[src/rtl/ingr_spis_avmm_router.sv]
// Routes SPI-bridge Avalon accesses to the ingress buffer or to a small local CSR block.
// Drops and counts malformed accesses, and bounds forwarded-read latency with a timeout.
module ingr_spis_avmm_router #(
   parameter int          INGR_SLV_ADDR_WIDTH = 9,
   parameter int          INGR_SLV_CSR_AWIDTH = 8,
   parameter int          RD_TIMEOUT          = 1023,
   parameter logic [31:0] ID_VALUE            = 32'h4953_5231
) (
   input  logic                           clk,
   input  logic                           reset,
   input  logic [31:0]                    s_addr,
   input  logic                           s_write,
   input  logic                           s_read,
   input  logic [3:0]                     s_byteen,
   input  logic [31:0]                    s_wrdata,
   output logic [31:0]                    s_rddata,
   output logic                           s_rdvld,
   output logic                           s_waitreq,
   output logic [INGR_SLV_ADDR_WIDTH-1:0] m_addr,
   output logic                           m_write,
   output logic                           m_read,
   output logic [31:0]                    m_wrdata,
   input  logic [31:0]                    m_rddata,
   input  logic                           m_rddvld,
   input  logic                           m_waitreq,
   output logic                           err_cnt_nz
);

   localparam int TW = $clog2(RD_TIMEOUT + 1);
   localparam int CW = INGR_SLV_CSR_AWIDTH - 2;
   localparam logic [TW-1:0] TMO_LOAD = TW'(RD_TIMEOUT);
   localparam logic [TW-1:0] TMO_LAST = TW'(1);
   localparam logic [CW-1:0] CSR_ID     = CW'(0);
   localparam logic [CW-1:0] CSR_STATUS = CW'(1);
   localparam logic [CW-1:0] CSR_LAST   = CW'(2);
   localparam logic [CW-1:0] CSR_CTRL   = CW'(3);

   typedef enum logic [1:0] {ST_IDLE, ST_RD_WAIT, ST_LOCAL_RSP} state_t;

   state_t        r_state;
   logic [TW-1:0] r_timer;
   logic          r_rdvld;
   logic [31:0]   r_rddata;
   logic [15:0]   r_err_cnt;
   logic [15:0]   r_tmo_cnt;
   logic [31:0]   r_last_err;
   logic          r_fwd_en;
   logic          r_err_cnt_nz;

   logic          w_idle;
   logic          w_cmd;
   logic          w_local;
   logic          w_fwd;
   logic          w_err;
   logic [CW-1:0] w_csr_word;
   logic [31:0]   w_csr_rdata;
   logic          w_fwd_rd_acc;
   logic          w_err_acc;
   logic          w_local_wr;
   logic          w_ctrl_wr;
   logic          w_clr;
   logic          w_timeout;
   logic          w_buf_rsp;

   assign w_idle       = (r_state == ST_IDLE);
   assign w_cmd        = s_read | s_write;
   assign w_local      = (s_addr[31:INGR_SLV_CSR_AWIDTH] == '0);
   assign w_fwd        = !w_local && (s_byteen == 4'hF) && r_fwd_en;
   assign w_err        = !w_local && !w_fwd;
   assign w_csr_word   = s_addr[INGR_SLV_CSR_AWIDTH-1:2];
   assign w_fwd_rd_acc = w_idle && w_fwd && s_read && !m_waitreq;
   assign w_err_acc    = w_idle && w_err && w_cmd;
   assign w_local_wr   = w_idle && w_local && s_write && (s_byteen == 4'hF);
   assign w_ctrl_wr    = w_local_wr && (w_csr_word == CSR_CTRL);
   assign w_clr        = w_ctrl_wr && s_wrdata[0];
   assign w_buf_rsp    = (r_state == ST_RD_WAIT) && m_rddvld;
   // r_timer holds the RD_WAIT cycles still allowed, so expiry lands RD_TIMEOUT+1 after acceptance
   assign w_timeout    = (r_state == ST_RD_WAIT) && !m_rddvld && (r_timer == TMO_LAST);

   always_comb begin
      w_csr_rdata = '0;
      case (w_csr_word)
         CSR_ID:     w_csr_rdata = ID_VALUE;
         CSR_STATUS: w_csr_rdata = {r_tmo_cnt, r_err_cnt};
         CSR_LAST:   w_csr_rdata = r_last_err;
         CSR_CTRL:   w_csr_rdata = {30'd0, r_fwd_en, 1'b0};
         default:    w_csr_rdata = '0;
      endcase
   end

   assign m_addr     = s_addr[INGR_SLV_ADDR_WIDTH+1:2];
   assign m_wrdata   = s_wrdata;
   assign m_write    = !reset && w_idle && w_fwd && s_write;
   assign m_read     = !reset && w_idle && w_fwd && s_read;
   assign s_waitreq  = reset || !w_idle || (w_fwd && w_cmd && m_waitreq);
   assign s_rdvld    = r_rdvld || w_buf_rsp;
   assign s_rddata   = w_buf_rsp ? m_rddata : r_rddata;
   assign err_cnt_nz = r_err_cnt_nz;

   always_ff @(posedge clk or posedge reset) begin
      if (reset) begin
         r_state      <= ST_IDLE;
         r_timer      <= '0;
         r_rdvld      <= 1'b0;
         r_rddata     <= '0;
         r_err_cnt    <= '0;
         r_tmo_cnt    <= '0;
         r_last_err   <= '0;
         r_fwd_en     <= 1'b1;
         r_err_cnt_nz <= 1'b0;
      end else begin
         r_rdvld <= 1'b0;
         case (r_state)
            ST_IDLE: begin
               if (w_fwd_rd_acc) begin
                  r_state <= ST_RD_WAIT;
                  r_timer <= TMO_LOAD;
               end else if (s_read && !w_fwd) begin
                  r_state  <= ST_LOCAL_RSP;
                  r_rdvld  <= 1'b1;
                  r_rddata <= w_local ? w_csr_rdata : 32'hBAD0_BAD0;
               end
            end
            ST_RD_WAIT: begin
               if (m_rddvld) begin
                  r_state <= ST_IDLE;
               end else if (w_timeout) begin
                  r_state  <= ST_IDLE;
                  r_rdvld  <= 1'b1;
                  r_rddata <= 32'hFFFF_FFFF;
               end else begin
                  r_timer <= r_timer - TMO_LAST;
               end
            end
            default: r_state <= ST_IDLE;
         endcase

         if (w_clr) begin
            r_err_cnt  <= '0;
            r_tmo_cnt  <= '0;
            r_last_err <= '0;
         end else begin
            if (w_err_acc) begin
               r_last_err <= s_addr;
               if (r_err_cnt != 16'hFFFF) r_err_cnt <= r_err_cnt + 16'd1;
            end
            if (w_timeout && (r_tmo_cnt != 16'hFFFF)) r_tmo_cnt <= r_tmo_cnt + 16'd1;
         end

         if (w_ctrl_wr) r_fwd_en <= s_wrdata[1];
         r_err_cnt_nz <= (r_err_cnt != '0) || (r_tmo_cnt != '0);
      end
   end

endmodule

[config.mk]
export PLATFORM = sky130hd
export DESIGN_NAME = ingr_spis_avmm_router
export DESIGN_NICKNAME = d
export VERILOG_FILES = /design/src/rtl/ingr_spis_avmm_router.sv
export SDC_FILE = /design/constraint.sdc
export NUM_CORES = 1
export LEC_CHECK = 0
export ABC_CLOCK_PERIOD_IN_PS = 3400
export CELL_PAD_IN_SITES_DETAIL_PLACEMENT = 1
export CELL_PAD_IN_SITES_GLOBAL_PLACEMENT = 1
export CORE_MARGIN = 1.5
export CORE_UTILIZATION = 32
export CTS_CLUSTER_DIAMETER = 40
export DETAILED_ROUTE_END_ITERATION = 10
export HOLD_SLACK_MARGIN = 0.03
export PLACE_DENSITY = 0.74
export SLEW_MARGIN = 10
export SYNTH_ARGS = -nofsm -noshare
export SYNTH_HDL_FRONTEND = slang
export SYNTH_SLANG_ARGS = --single-unit
[constraint.sdc]
create_clock -name clk -period 3.4 [get_ports clk]
set_input_delay 0.68 -clock clk [delete_from_list [all_inputs] [get_ports clk]]
set_output_delay 0.68 -clock clk [all_outputs]
set_load 0.02 [all_outputs]
==> flow_summary_export.csv <==
group,metric,value,unit
status,status,"finished clean",
yosys,yosys.area.top_type_share,45.1,%
yosys,yosys-top-cells-area,"dfrtp_1 45%, mux2_2 6.1%, a22o_1 5.9%, buf_4 5.4%, nor2_1 4.4%",
final_layout,area_growth,27.9,%
timing,finalCritPeriodShare,93.8,%
yosys,synth_ff_type,"dfrtp_1",
clocking,clock_path_buffers,2,
detailed_routing,via_count,5187,
timing,max_clock_freq,0.314,GHz
detailed_routing,ant_nets,0,
critical_path,path_delay_family,"buffers and inverters",
critical_path,criticalPathCategory,"input pin to output pin",
critical_path,critical_path_required,2.72,ns
critical_path,crit_path_end_kind,"output pin",
critical_path,max_stage_delay,0.42,ns
yosys,async_flop_share,100,%
placed_design,place_ws,-0.179,ns
yosys,yosys.cell_count.top_type,"dfrtp_1",
grt,first_global_vias,5504,
clocking,h-tree-depth,3,
clocking,path_clk_slew,0.07,ns
detailed_routing,wl_per_cell,20.2,microns
timing,tightest_slew,0.872,ns
grt,grtUsageMet1,25.5,%
clocking,cts_root_buf,"clkbuf_16",
yosys,netlist_area,0.00610,sq mm
detailed_routing,drt_wl_total,19100,microns
final_layout,drive_gt1_share,13.2,%
hold_path,hp-class,"register to register",
yosys,synth-edff-count,0,
grt,top_usage_layer,"met2",
power_and_ir_drop,p_per_area,410,mW/mm^2
yosys,syn_nets,731,
floorplanning,initial_utilization,32.6,%
grt,overflow,0,
floorplanning,fp.coreArea,0.0187,sq mm
clocking,clock_latency,0.35,ns
floorplanning,die_w,141,microns
critical_path,crit_buf_inv,3,
timing,fin_ws,0.212,ns
detailed_routing,routed_via_density,5.48,
clocking,clkSinkCount,111,
critical_path,cp_max_fo,2,
timing,fin_crit,3.19,ns
grt,grtUsageMet3,2.72,%
grt,grt_pass1_wl,30700,microns
timing,rsz0062_at_grt,"false",
timing,hold_viol_final,0,
placed_design,hpwl,14200,microns
timing,maxSlewHeadroom,41.3,%
clocking,cts-buffers-inserted,9,
run,maxCapViolCount,0,
placed_design,dp.cells,929,
floorplanning,die_area,0.0199,sq mm
yosys,synth_top_cell_by_area,"dfrtp_1",
yosys,syn_avg_cell_area,9.86,sq um
final_layout,nNetsFinal,819,
final_layout,stdcell_count,946,
placed_design,gp_congestion,0.875,
grt,gr-usage-all-layers,19.8,%
yosys,synth_seq_cells,111,
yosys,yosysUniqueCellTypes,51,
timing,setup_viol,0,
yosys,yosysWarnings,0,
detailed_routing,dr.first_iter.drc_count,346,
detailed_routing,drcViolationCount,0,
critical_path,crit_path_start_kind,"input pin",
final_layout,diodes,0,
yosys,syn_inst,619,
power_and_ir_drop,ir_worst_vdd,0.242,mV
floorplanning,fp-row-count,50,
floorplanning,fp.dieH,141,microns
final_layout,fillers,2043,
critical_path,critPathArrivalTime,2.51,ns
yosys,synth_commonest_cells,"110 x dfrtp_1, 72 x nor2_1, 48 x a21oi_1",
grt,use_met2,32.7,%
floorplanning,ios,184,
critical_path,crit_chain,"clkdlybuf4s50_1, nor4_1, buf_4, and4_2, a21oi_1, and3_1, dlygate4sd2_1",
critical_path,cp_slowest_cell,"clkdlybuf4s50_1",
clocking,cts_tree,"yes",
grt,antenna_found_initial,1,
power_and_ir_drop,p_leak,0.00321,uW
timing,final_max_slew_viol_count,0,
grt,grt_start_max_net_pins,60,
placed_design,portBuffers,123,
detailed_routing,firstDrtPassIters,5,
yosys,ys_seq_area_share,45.5,%
timing,skew,0.00716,ns
## flip-flops by register name, summed over array words and instances, names as in the netlist
name and count:
r_timer 10, r_rddata 32, r_err_cnt 16, r_fwd_en 1
r_state 2, r_rdvld 1, r_tmo_cnt 16, r_last_err 32
err_cnt_nz 1
## cells in the final DEF (no fill, tap or decap), types with 3 or more instances in the layout
master | synthesis | layout
a21oi_1 | 48 | 48
a221oi_1 | 10 | 10
a22o_1 | 41 | 41
a22oi_1 | 6 | 6
a31oi_1 | 10 | 10
and2_1 | 5 | 5
and3_1 | 10 | 10
and4_1 | 7 | 6
buf_12 | 0 | 7
buf_4 | 44 | 28
clkbuf_16 | 0 | 9
clkdlybuf4s50_1 | 0 | 120
clkinvlp_4 | 0 | 3
dfrtp_1 | 110 | 110
ha_1 | 6 | 6
inv_1 | 11 | 10
mux2_2 | 33 | 33
nand2_1 | 21 | 21
nand2b_1 | 11 | 11
nand3_1 | 15 | 15
nand4_1 | 16 | 16
nor2_1 | 72 | 72
nor2b_1 | 5 | 5
nor3_1 | 13 | 13
nor4_1 | 12 | 9
nor4_2 | 1 | 4
o21ai_0 | 14 | 13
xnor2_1 | 14 | 14
xor2_1 | 20 | 20
## through the flow
stage	utilization (%)	TNS (ns)	hold slack [ns]	cell area, sq um	total power, uW
finish	41.7	0	0.499	7800	3200
detailed placement	40.0	-0.357	0.482	7480	2150
global route	41.7	0	0.512	7800	3320
floorplan	-	0	0.457	6100	1910
CTS	41.6	0	0.501	7780	3220
global placement	40.0	-0.340	0.476	7480	2130
## report_power, final
group	internal [uW]	switching, uW
Clock	573	491
Combinational	300	281
Sequential	1430	124
## cell type report
| class | count | area (sq um) | area share, % |
|---|---|---|---|
| Sequential cell | 111 | 2780 | 35.6 |
| Inverter | 11 | 45.0 | 0.577 |
| Tap cell | 234 | 293 | 3.75 |
| Clock buffer | 11 | 233 | 2.98 |
| Clock inverter | 5 | 58.8 | 0.754 |
| Timing Repair Buffer | 158 | 1580 | 20.3 |
| Multi-Input combinational cell | 416 | 2810 | 36.0 |
## final timing paths
| path | from | end | slack [ns] | cells after the start |
|---|---|---|---|---|
| setup / recovery | s_addr[8] | m_write | 0.21 | 7 |
| hold / removal | r_last_err[5] | r_last_err[5] | 0.50 | 1 |
| setup reg to reg | r_state[1] | r_tmo_cnt[5] | 0.96 | 6 |
| hold reg to reg | r_last_err[5] | r_last_err[5] | 0.50 | 1 |
| max in group asynchronous | reset | r_last_err[31] | 1.79 | 3 |
| min in group asynchronous | reset | r_err_cnt[13] | 0.86 | 2 |
## logic make-up after synthesis
| logic type | Yosys count | synth area share (%) |
|---|---|---|
| and+or+nand+nor | 202 | 17.2 |
| adders and majority gates | 6 | 1.23 |
| AOI/OAI and AO/OA | 141 | 16.2 |
| buffers and inverters | 92 | 8.90 |
| xor gates and xnor gates | 34 | 4.88 |
| muxes | 33 | 6.09 |
| DFF | 111 | 45.5 |
## routing by layer
metal  vias to the layer above  share of wire [%]
met3                        45                4.9
met4                         2                3.7
li1                       2370                  -
met1                      2579                 43
met2                       191                 48
met5                         -              0.068
## repair_timing
item | CTS | global route
buffers inserted | 1 | 0
endpoints found under the setup margin | 3 | 1
gates resized for setup | 5 | 3
pin swaps | 1 | 0
endpoints found under the hold margin | 0 | 0
hold buffers | 0 | 0
No activity file was read; power rests on OpenSTA's default activity.
